$ cat config.mk
export PLATFORM = sky130hd
export DESIGN_NAME = tft_mem_arb
export DESIGN_NICKNAME = d
export VERILOG_FILES = /design/src/rtl/tft_mem_arb.sv
export SDC_FILE = /design/constraint.sdc
export NUM_CORES = 1
export LEC_CHECK = 0
export CELL_PAD_IN_SITES_DETAIL_PLACEMENT = 1
export CELL_PAD_IN_SITES_GLOBAL_PLACEMENT = 2
export CORE_MARGIN = 2
export CORE_UTILIZATION = 24
export CTS_BUF_LIST = sky130_fd_sc_hd__clkbuf_8
export CTS_CLUSTER_DIAMETER = 120
export DETAILED_ROUTE_END_ITERATION = 12
export PLACE_DENSITY_LB_ADDON = 0.1
export SLEW_MARGIN = 5
export SYNTH_ARGS = -nofsm -noshare
export SYNTH_HDL_FRONTEND = slang
export SYNTH_SLANG_ARGS = --single-unit
$ cat constraint.sdc
create_clock -name clkSYS -period 1.55 [get_ports clkSYS]
set_clock_uncertainty 0.05 [all_clocks]
set_input_delay 0.465 -clock clkSYS [delete_from_list [all_inputs] [get_ports clkSYS]]
set_output_delay 0.465 -clock clkSYS [all_outputs]
set_load 0.02 [all_outputs]
$ cat src/rtl/tft_mem_arb.sv
// Arbiter between display burst reads and PPU framebuffer writes
// toward the SDRAM command port; reads win, writes never starve.
module tft_mem_arb #(
  parameter int AN     = 24,
  parameter int DN     = 16,
  parameter int BURST  = 8,
  parameter int STARVE = 4
) (
  input  logic          clkSYS,
  input  logic          n_reset,
  input  logic          req,
  input  logic [AN-1:0] req_addr,
  output logic          req_ack,
  output logic [DN-1:0] mem_data,
  output logic          mem_valid,
  input  logic          wr_req,
  input  logic [AN-1:0] wr_addr,
  input  logic [DN-1:0] wr_data,
  output logic          wr_ack,
  output logic [AN-1:0] sd_addr,
  output logic [DN-1:0] sd_wdata,
  output logic          sd_rd,
  output logic          sd_wr,
  input  logic          sd_ack,
  input  logic [DN-1:0] sd_data,
  input  logic          sd_valid,
  output logic          busy
);

  localparam int BW = $clog2(BURST) + 1;
  localparam int SW = $clog2(STARVE + 1);
  localparam logic [BW-1:0] LAST = BW'(BURST - 1);
  localparam logic [SW-1:0] STV  = SW'(STARVE);

  typedef enum logic [1:0] {
    IDLE,
    RD_CMD,
    RD_DATA,
    WR_CMD
  } state_t;

  state_t        state_q, state_d;
  logic [AN-1:0] addr_q, addr_d;
  logic [DN-1:0] wdata_q, wdata_d;
  logic [DN-1:0] mdata_q, mdata_d;
  logic          rd_q, rd_d;
  logic          wr_q, wr_d;
  logic          rack_q, rack_d;
  logic          wack_q, wack_d;
  logic          mval_q, mval_d;
  logic [BW-1:0] beat_q, beat_d;
  logic [SW-1:0] starve_q, starve_d;

  always_ff @(posedge clkSYS or negedge n_reset) begin
    if (!n_reset) begin
      state_q  <= IDLE;
      addr_q   <= '0;
      wdata_q  <= '0;
      mdata_q  <= '0;
      rd_q     <= 1'b0;
      wr_q     <= 1'b0;
      rack_q   <= 1'b0;
      wack_q   <= 1'b0;
      mval_q   <= 1'b0;
      beat_q   <= '0;
      starve_q <= '0;
    end else begin
      state_q  <= state_d;
      addr_q   <= addr_d;
      wdata_q  <= wdata_d;
      mdata_q  <= mdata_d;
      rd_q     <= rd_d;
      wr_q     <= wr_d;
      rack_q   <= rack_d;
      wack_q   <= wack_d;
      mval_q   <= mval_d;
      beat_q   <= beat_d;
      starve_q <= starve_d;
    end
  end

  always_comb begin
    state_d  = state_q;
    addr_d   = addr_q;
    wdata_d  = wdata_q;
    mdata_d  = mdata_q;
    rd_d     = rd_q;
    wr_d     = wr_q;
    rack_d   = 1'b0;
    wack_d   = 1'b0;
    mval_d   = 1'b0;
    beat_d   = beat_q;
    starve_d = starve_q;
    unique case (state_q)
      IDLE: begin
        if (req && (!wr_req || starve_q < STV)) begin
          addr_d  = req_addr;
          rd_d    = 1'b1;
          state_d = RD_CMD;
          // a pending write here implies starve_q < STV
          starve_d = wr_req ? starve_q + 1'b1 : '0;
        end else if (wr_req) begin
          addr_d   = wr_addr;
          wdata_d  = wr_data;
          wr_d     = 1'b1;
          state_d  = WR_CMD;
          starve_d = '0;
        end else begin
          starve_d = '0;
        end
      end
      RD_CMD: begin
        if (sd_ack) begin
          rd_d    = 1'b0;
          rack_d  = 1'b1;
          beat_d  = '0;
          state_d = RD_DATA;
        end
      end
      RD_DATA: begin
        if (sd_valid) begin
          mdata_d = sd_data;
          mval_d  = 1'b1;
          beat_d  = beat_q + 1'b1;
          if (beat_q == LAST) state_d = IDLE;
        end
      end
      WR_CMD: begin
        if (sd_ack) begin
          wack_d  = 1'b1;
          wr_d    = 1'b0;
          state_d = IDLE;
        end
      end
      default: state_d = IDLE;
    endcase
  end

  assign req_ack   = rack_q;
  assign wr_ack    = wack_q;
  assign mem_data  = mdata_q;
  assign mem_valid = mval_q;
  assign sd_addr   = addr_q;
  assign sd_wdata  = wdata_q;
  assign sd_rd     = rd_q;
  assign sd_wr     = wr_q;
  assign busy      = (state_q != IDLE);

endmodule

==> After elaboration in Yosys (flattened, before gate mapping) <==
Index checks and enable logic that the tools add are counted.
W data, S select, Z words.
{ "word_totals": {"register_bits": 70, "input_bits": 86, "output_inout_bits": 62, "wordCells": 68} }
{ "classes": {"n_addsub": 2, "n_lt_le_gt_ge": 1, "n_eq_ne": 12, "n_mux": 25, "bitwise": 1, "reduce_logical": 16} }
{ "op_table": {"columns": ["op", "n"], "rows": [
  ["$mux W24", 2],
  ["$ne A2 B2 Y1 const B", 7],
  ["$mux W2", 6],
  ["$reduce_bool A2 Y1", 5],
  ["$mux W1", 9],
  ["$reduce_and A3 Y1", 3],
  ["$mux W4", 2],
  ["$pmux W2 S4", 1],
  ["$pmux W4 S2", 1],
  ["$mux W3", 2],
  ["$reduce_and A5 Y1", 1],
  ["$add A4 B1 Y4 const B", 1],
  ["$eq A2 B2 Y1 const B", 2],
  ["$eq A4 B3 Y1 const B", 1],
  ["$pmux W1 S2", 2],
  ["$reduce_and A2 Y1", 2],
  ["$reduce_and A4 Y1", 1],
  ["$add A3 B1 Y3 const B", 1],
  ["$lt A3 B3 Y1 const B", 1],
  ["$ne A3 B3 Y1 const B", 1],
  ["$eq A2 B1 Y1 const B", 1],
  ["$logic_not A2 Y1", 1],
  ["$logic_and A1 B1 Y1", 1],
  ["$logic_not A1 Y1", 1],
  ["2 further kinds", 2]
]} }

==> Longest topological paths before layout <==
Gate-level depths: netlist (run 1).
{ "depth": {"ltp_word": 5, "depth_mapped": 5, "mapped_depth_nobuf": 4} }

==> Worst setup path after synthesis (run 1) <==
OpenSTA, ideal clock, no wires.
{ "synth_timing": {"path_kind": "input port to flip-flop", "start": "input wr_req", "end": "register addr_q[12] (netlist: sd_addr[12])", "arrival_time_ps": 1601, "t_required_ps": 1375, "setup_slack_ps": -226, "path_stages": 5, "path_buffers": 2, "cell_sequence": "buf_6 -> a21boi_4 -> buf_8 -> mux2_4 -> mux2_2"} }
{ "synth_via": {"elab_chain_cells": 5} }
{ "synth_lines": {"columns": ["item", "line", "source"], "rows": [
  ["start: declaration", "16", "input logic wr_req,"],
  ["$logic_not A1 Y1", "96", "if (req && (!wr_req || starve_q < STV)) begin"],
  ["$logic_or A1 B1 Y1", "96", null],
  ["$logic_and A1 B1 Y1", "96", null],
  ["$reduce_bool A2 Y1 (no line)", null, null],
  ["$reduce_and A2 Y1 (no line)", null, null],
  ["end signal: assignment", "69", "addr_q <= addr_d;"],
  ["end: declaration", "43", "logic [AN-1:0] addr_q, addr_d;"]
]} }
Several ways; a longest one is shown, not always the timed one.
A chain may end at the register's enable or synchronous reset.

==> Final worst setup path (run 1) <==
{ "layout_timing": {"start": "register starve_q[2]", "end": "register addr_q[23] (netlist: sd_addr[23])"} }
{ "layout_via": {"elab_chain_cells": 5} }
{ "layout_lines": {"columns": ["item", "line", "source"], "rows": [
  ["start: declaration", "52", "logic [SW-1:0] starve_q, starve_d;"],
  ["start signal: assignment", "78", "starve_q <= starve_d;"],
  ["$lt A3 B3 Y1 (*)", "96", null],
  ["$logic_or A1 B1 Y1 (*)", "96", null],
  ["$logic_and A1 B1 Y1 (*)", "96", null],
  ["$reduce_bool A2 Y1 (no line)", null, null],
  ["$reduce_and A2 Y1 (no line)", null, null]
]} }
Mark *: on every way between the ends. The rest lies on a longest branch, timed or not.

==> results.toml, run 1 <==
[outcome]
outcome = "finished with violations"
violations = "negative setup slack"

[drt]
vias_per_cell = 4.24
ant_nets = 0
routed_wl_um = 8900
drt_iter0_drc = 53
vias = 2376
first_pass_iters = 4
wl_per_cell_um = 15.9
drc = 0

[critical_path]
arrival_ns = 1.81
cp_cell_sequence = "a21boi_4 > buf_8 > mux2_4 > mux2_4"
rrSetupSlack_ns = -0.07
cp-endpoint = "sd_addr[23]$_DFFE_PN0P_"
r2r-end = "sd_addr[23]$_DFFE_PN0P_"
crit_cells = 4
rr_startpoint = "starve_q[2]$_DFFE_PN0P_"
cp_data_required_time_ns = 1.74
endpoint_kind = "flop"
reg2regPathDepth = 4
slowest_delay_ns = 0.42
cp-startpoint = "starve_q[2]$_DFFE_PN0P_"
worst-path-max-fanout = 8
setup.worst_path.class = "reg -> reg"
cp_num_buf_inv = 1
cpMostUsedCell = "mux2_4"
critical-path-top-delay-family = "multiplexers"
startpoint_type = "flop"
crit_slowest_cell = "dfrtp_1"

[floorplan]
ioPinCount = 148
fp.dieW_um = 118
fp.dieH_um = 118
coreArea_um2 = 12700
die-area_um2 = 13900
rows = 41
start_util = 0.246

[timing]
max_slew_margin = 0.738
rsz0062_at_grt = "true"
worst-slew-pin-transition_ns = 0.393
setup_ws_ns = -0.0661
drv_slew = 0
tns_ns = -1.12
fmax_mhz = 619
fin_crit_sh = 1.04
final_hold_viol_count = 0
layout_min_cycle_time_ns = 1.62
finalSetupViolations = 25

[flow_run]
maxCapViolCount = 0

[power]
intPower_mw = 5.62
power.share.switching = 0.377
p_clk_frac = 0.141
totalPowerFinal_mw = 9.03
peakVddDrop_mv = 0.531
power.switching_mw = 3.41
power.share.combinational = 0.507
power_density_nw_per_um2 = 1760
p_leak_nw = 2.28
seqPwrFrac = 0.352

[global_routing]
grt_pass1_wl_um = 14500
grtUsageMet1 = 0.150
use_met2 = 0.224
grt.met3_usage = 0.0596
track_usage = 0.136
top_usage_layer = "met2"
grt_pass1_vias = 2701
grt-ovfl-total = 0
antenna_found_initial = 0
grt_max_degree = 71

[final_layout]
antennaDiodeCount = 0
final_common_cell = "clkdlybuf4s50_1"
final_cell_mix = "82 x clkdlybuf4s50_1, 68 x dfrtp_1, 51 x mux2_2"
syn_to_final_growth_pct = 64.1
nNetsFinal = 473
layout-drive-gt1-share = 0.485

[yosys]
synth.cell_area_um2 = 3120
synth_cells = 210
synth_top_area_share = 0.562
ys_ff_latch = 70
yosysWarnings = 0
syn_area_per_cell_um2 = 14.8
ys_types = 29
synth_top_area_cell = "dfrtp_1"
synth_nets = 298
yosysSeqAreaShare = 0.562
synth_area_leaders = "dfrtp_1 56%, mux2_2 22%, mux2_4 8.2%"

[clock_tree]
clock_path_buffers = 2
htree_levels = 3
cts_sinks = 70
cts-root-buf = "clkbuf_8"
clkLatencyLatePin_ns = 0.35
cts_made_buffers = 9
clk_pin_slew_ns = 0.07
cts_tree = "done"

[placed_design]
place_congestion = 0.649
dp_hpwl_um = 6080
port_buffers = 147

[min_path]
hold_class = "in -> async"
-- cells in the mapped netlist (all sizes together) --
| cell type | number |
|---|---|
| a211oi | 1 |
| a21boi | 1 |
| a21oi | 7 |
| and3 | 1 |
| buf | 9 |
| dfrtp | 70 |
| ha | 2 |
| inv | 5 |
| mux2 | 80 |
| nand2 | 9 |
| nand2b | 1 |
| nand3 | 4 |
| nand3b | 1 |
| nor2 | 6 |
| nor2b | 1 |
| nor3 | 1 |
| nor3b | 1 |
| o21ai | 6 |
| o22ai | 1 |
| o31ai | 1 |
| o32ai | 1 |
| or3 | 1 |
-- worst register-to-register path: stages (launching register included) --
cell      delay [ns]
dfrtp_1         0.42
a21boi_4        0.28
buf_8           0.19
mux2_4          0.30
mux2_4          0.27
-- sequential cells by signal, summed over array words and instances (netlist names) --
name,count
state_q,2
sd_rd,1
starve_q,3
wr_ack,1
mem_valid,1
sd_wdata,16
mem_data,16
beat_q,4
sd_addr,24
sd_wr,1
req_ack,1
-- area by class of cell --
class                   count  area, um2
clock buffers              10        138
clock inverters             4       17.5
fillers                  1369       7550
inverters                   5       21.3
multi-input cells         128       1340
flip-flops and latches     70       1750
well taps                 172        215
repair buffers            171       1630
-- metal layers --
metal	vias to the layer above	wire [um]
met5	-	0
met4	0	146
met3	9	832
met2	96	4420
met1	1176	3500
li1	1095	-
-- metrics by stage --
step / setup slack [ns] / area (um2) / hold WS, ns / util / cells
4_1_cts: -0.0969 / 5260 / 0.0686 / 0.415 / 560
2_1_floorplan: -0.220 / 3130 / 0.119 / - / 210
3_5_place_dp: -0.616 / 4900 / 0.440 / 0.387 / 538
6_report: -0.0661 / 5120 / 0.0634 / 0.404 / 560
3_3_place_gp: -0.615 / 4900 / 0.420 / 0.387 / 538
5_1_grt: -0.123 / 5120 / 0.0904 / 0.404 / 560
-- what timing repair did --
action                                  CTS  global route
endpoints found under the setup margin  114            69
endpoints found under the hold margin     0             0
gates cloned                              3             1
buffers inserted                          5             2
gates resized for setup                 199            42
hold buffers                              0             0
pin swaps                                 4             2
-- power groups by stage --
stage	Combinational (mW)	Sequential (mW)	Clock, mW
after global routing	4.91	3.31	1.42
after global placement	4.89	3.18	0
after CTS	4.80	3.20	1.35
final	4.58	3.18	1.27
after detailed placement	4.93	3.22	0
after floorplan	1.54	4.17	0
-- kinds of logic after synthesis --
| family | Yosys count | share of synthesized area |
|---|---|---|
| DFF | 70 | 0.562 |
| adders and majority gates | 2 | 0.00802 |
| AOI/OAI and AO/OA | 18 | 0.0377 |
| and+or+nand+nor | 26 | 0.0482 |
| buffers and inverters | 14 | 0.0349 |
| muxes | 80 | 0.309 |
-- worst min-delay path by stage --
stage / startpoint / end / slack [ns] / cells after the start
6_report: n_reset / sd_addr[9]$_DFFE_PN0P_ / 0.06 / 2
5_1_grt: n_reset / sd_addr[9]$_DFFE_PN0P_ / 0.09 / 2
4_1_cts: n_reset / sd_addr[8]$_DFFE_PN0P_ / 0.07 / 2
3_5_place_dp: sd_wdata[8]$_DFFE_PN0P_ / sd_wdata[8]$_DFFE_PN0P_ / 0.44 / 1
3_3_place_gp: starve_q[1]$_DFFE_PN0P_ / starve_q[1]$_DFFE_PN0P_ / 0.42 / 2
2_1_floorplan: n_reset / beat_q[0]$_DFFE_PN0P_ / 0.12 / 0
No activity file was read; power rests on OpenSTA's default activity.
==> run 2: changes to the inputs <==
- ABC_AREA: default -> 1
- CORE_UTILIZATION: 24 -> 21
==> run 2 against run 1 <==
Compared with the run above: the run still ends with negative setup slack left; first-iteration DRC count up 3.8%; largest cell class unchanged; core utilization down 5.9 points; final cell count up 26%; critical path depth down 1; die area up 14%; synthesized cell count up 65%; combinational power about the same; total power up 1.5%; synthesized area up 0.64%; via count up 23%; fmax about the same; critical endpoint is now busy.
==> results.toml, run 2 <==
[drt]
vias_per_cell = 4.13
drt_iter0_drc = 55
vias = 2919
routed_wl_um = 9840
ant_nets = 0
first_pass_iters = 4
wl_per_cell_um = 13.9
drc = 0

[placed_design]
placed_area_um2 = 4930
place_congestion = 0.729
dp_hpwl_um = 6610
port_buffers = 147
dp_slack_ns = -0.665

[final_layout]
layout-drive-gt1-share = 0.241
num-fill-cells = 1716
syn_to_final_growth_pct = 60.6
nNetsFinal = 605
register_area_um2 = 1750
largest_reg_flops = 24
antennaDiodeCount = 0
final_cell_mix = "140 x nand2_1, 82 x clkdlybuf4s50_1, 70 x dfrtp_1"
multi_input_area_um2 = 1210
final_common_cell = "nand2_1"
design_area_um2 = 5040

[yosys]
synth.cell_area_um2 = 3140
async_flop_share = 1.00
synth_area_leaders = "dfrtp_1 56%, nand2_1 17%, a31oi_4 6.1%"
ys.flop_type = "dfrtp_1"
synth_nets = 434
synth_edf_count = 0
ys_ff_latch = 70
synth_cells = 346
syn_area_per_cell_um2 = 9.07
synth_top_area_cell = "dfrtp_1"
ys_top_cells_by_count = "140 x nand2_1, 70 x dfrtp_1, 30 x nor2_1"
yosysMostFrequentCell = "nand2_1"
yosysSeqAreaShare = 0.558
synth_top_area_share = 0.558
yosysWarnings = 0
ys_types = 24

[clock_tree]
cts_sinks = 70
cts_tree = "done"
cts_made_buffers = 9
clk_pin_slew_ns = 0.07
cts-root-buf = "clkbuf_8"
htree_levels = 3
clkLatencyLatePin_ns = 0.35
ctsHoldBuffers = 0
clock_path_buffers = 2

[timing]
fin_crit_sh = 1.04
drv_slew = 0
rsz0062_at_grt = "true"
max_slew_margin = 0.726
finalSetupViolations = 1
tns_ns = -0.0666
worst-slew-pin-transition_ns = 0.411
final_hold_viol_count = 0
fmax_mhz = 619
setup_ws_ns = -0.0666
layout_min_cycle_time_ns = 1.62

[global_routing]
grt_pass1_vias = 3237
track_usage = 0.129
grt_pass1_wl_um = 16400
antenna_found_initial = 0
grt_max_degree = 71
grt-ovfl-total = 0

[floorplan]
fp.dieW_um = 126
fp.dieH_um = 126
die-area_um2 = 15900
start_util = 0.215
coreArea_um2 = 14600
ioPinCount = 148
rows = 44

[critical_path]
cp_cell_sequence = "nor2_4 > inv_4 > buf_6"
worst-path-max-fanout = 5
setup.worst_path.class = "reg -> out"
startpoint_type = "flop"
reg2regPathDepth = 7
arrival_ns = 1.10
crit_slowest_cell = "dfrtp_1"
endpoint_kind = "output port"
cp_data_required_time_ns = 1.03
slowest_delay_ns = 0.41

[outcome]
violations = "negative setup slack"
outcome = "finished with violations"

[flow_run]
maxCapViolCount = 0

[power]
p_leak_nw = 2.42
totalPowerFinal_mw = 9.16
power_density_nw_per_um2 = 1820
peakVddDrop_mv = 0.488

[min_path]
hold_class = "in -> async"
==> run 2: cell count changes after synthesis, moves of 3 or more <==
cell and change:
a31oi_1 +15, nor2_2 +3, mux2_4 -17, nor2_1 +25, nand2_1 +131, inv_2 +3
buf_2 +9, inv_1 +19, a21oi_1 -6, mux2_2 -62, a31oi_4 +9, o21ai_1 +17
==> run 2: cells by family (layout without fill, tap and decap cells) <==
family,Yosys count,after routing,share of synthesized area
buffers and inverters,43,216,0.0694
flip-flops,70,70,0.558
AO/OA/AOI/OAI,45,45,0.124
adder cells (fa/ha/maj),2,2,0.00797
AND/OR/NAND/NOR,186,189,0.240
==> run 2: layout make-up <==
class / count / area share
Tap cell: 184 / 0.0457
Clock buffer: 11 / 0.0300
Inverter: 28 / 0.0219
Multi-Input combinational cell: 236 / 0.241
Clock inverter: 5 / 0.00968
Sequential cell: 70 / 0.348
Timing Repair Buffer: 172 / 0.304
==> run 2: path summary, 6_finish.rpt <==
check,start,slack [ns],endpoint
max in group asynchronous,n_reset,1.05,sd_addr[10]$_DFFE_PN0P_
max reg2reg,state_q[1]$_DFFE_PN0P_,0.14,mem_data[14]$_DFFE_PN0P_
min in group clkSYS,mem_data[11]$_DFFE_PN0P_,0.43,mem_data[11]$_DFFE_PN0P_
min,n_reset,0.07,sd_wdata[10]$_DFFE_PN0P_
max,state_q[1]$_DFFE_PN0P_,-0.07,busy
min reg2reg,mem_data[11]$_DFFE_PN0P_,0.43,mem_data[11]$_DFFE_PN0P_
==> run 2: per-stage QoR <==
stage | utilization | hold WS (ns) | instances
floorplan | - | 0.119 | 346
global placement | 0.338 | 0.412 | 681
detailed placement | 0.338 | 0.416 | 681
CTS | 0.357 | 0.0741 | 703
global route | 0.345 | 0.0903 | 706
finish | 0.345 | 0.0731 | 706
==> run 2: layer usage <==
metal,vias to the layer above,part of all wire,global-route usage
met5,-,0,0
met4,0,0.023,0.0562
met3,16,0.075,0.0459
met2,105,0.46,0.209
met1,1361,0.45,0.156
li1,1437,-,-
==> run 2: what timing repair did <==
| action | CTS | global route |
|---|---|---|
| pin swaps | 3 | 2 |
| endpoints found under the setup margin | 93 | 54 |
| gates resized for setup | 207 | 40 |
| cloned | 3 | 1 |
| setup buffers | 3 | 2 |
==> run 2: worst max-delay path, delay by kind of cell (launching register included) <==
| kind | cells | cell delay [ns] |
|---|---|---|
| flip-flops | 1 | 0.41 |
| buffers and inverters | 2 | 0.20 |
| AND/OR/NAND/NOR | 1 | 0.15 |
==> run 2: report_power, final <==
group,switching (mW),total (mW),internal [mW]
Combinational,2.68,4.57,1.89
Sequential,0.436,3.09,2.65
Clock,0.694,1.51,0.817
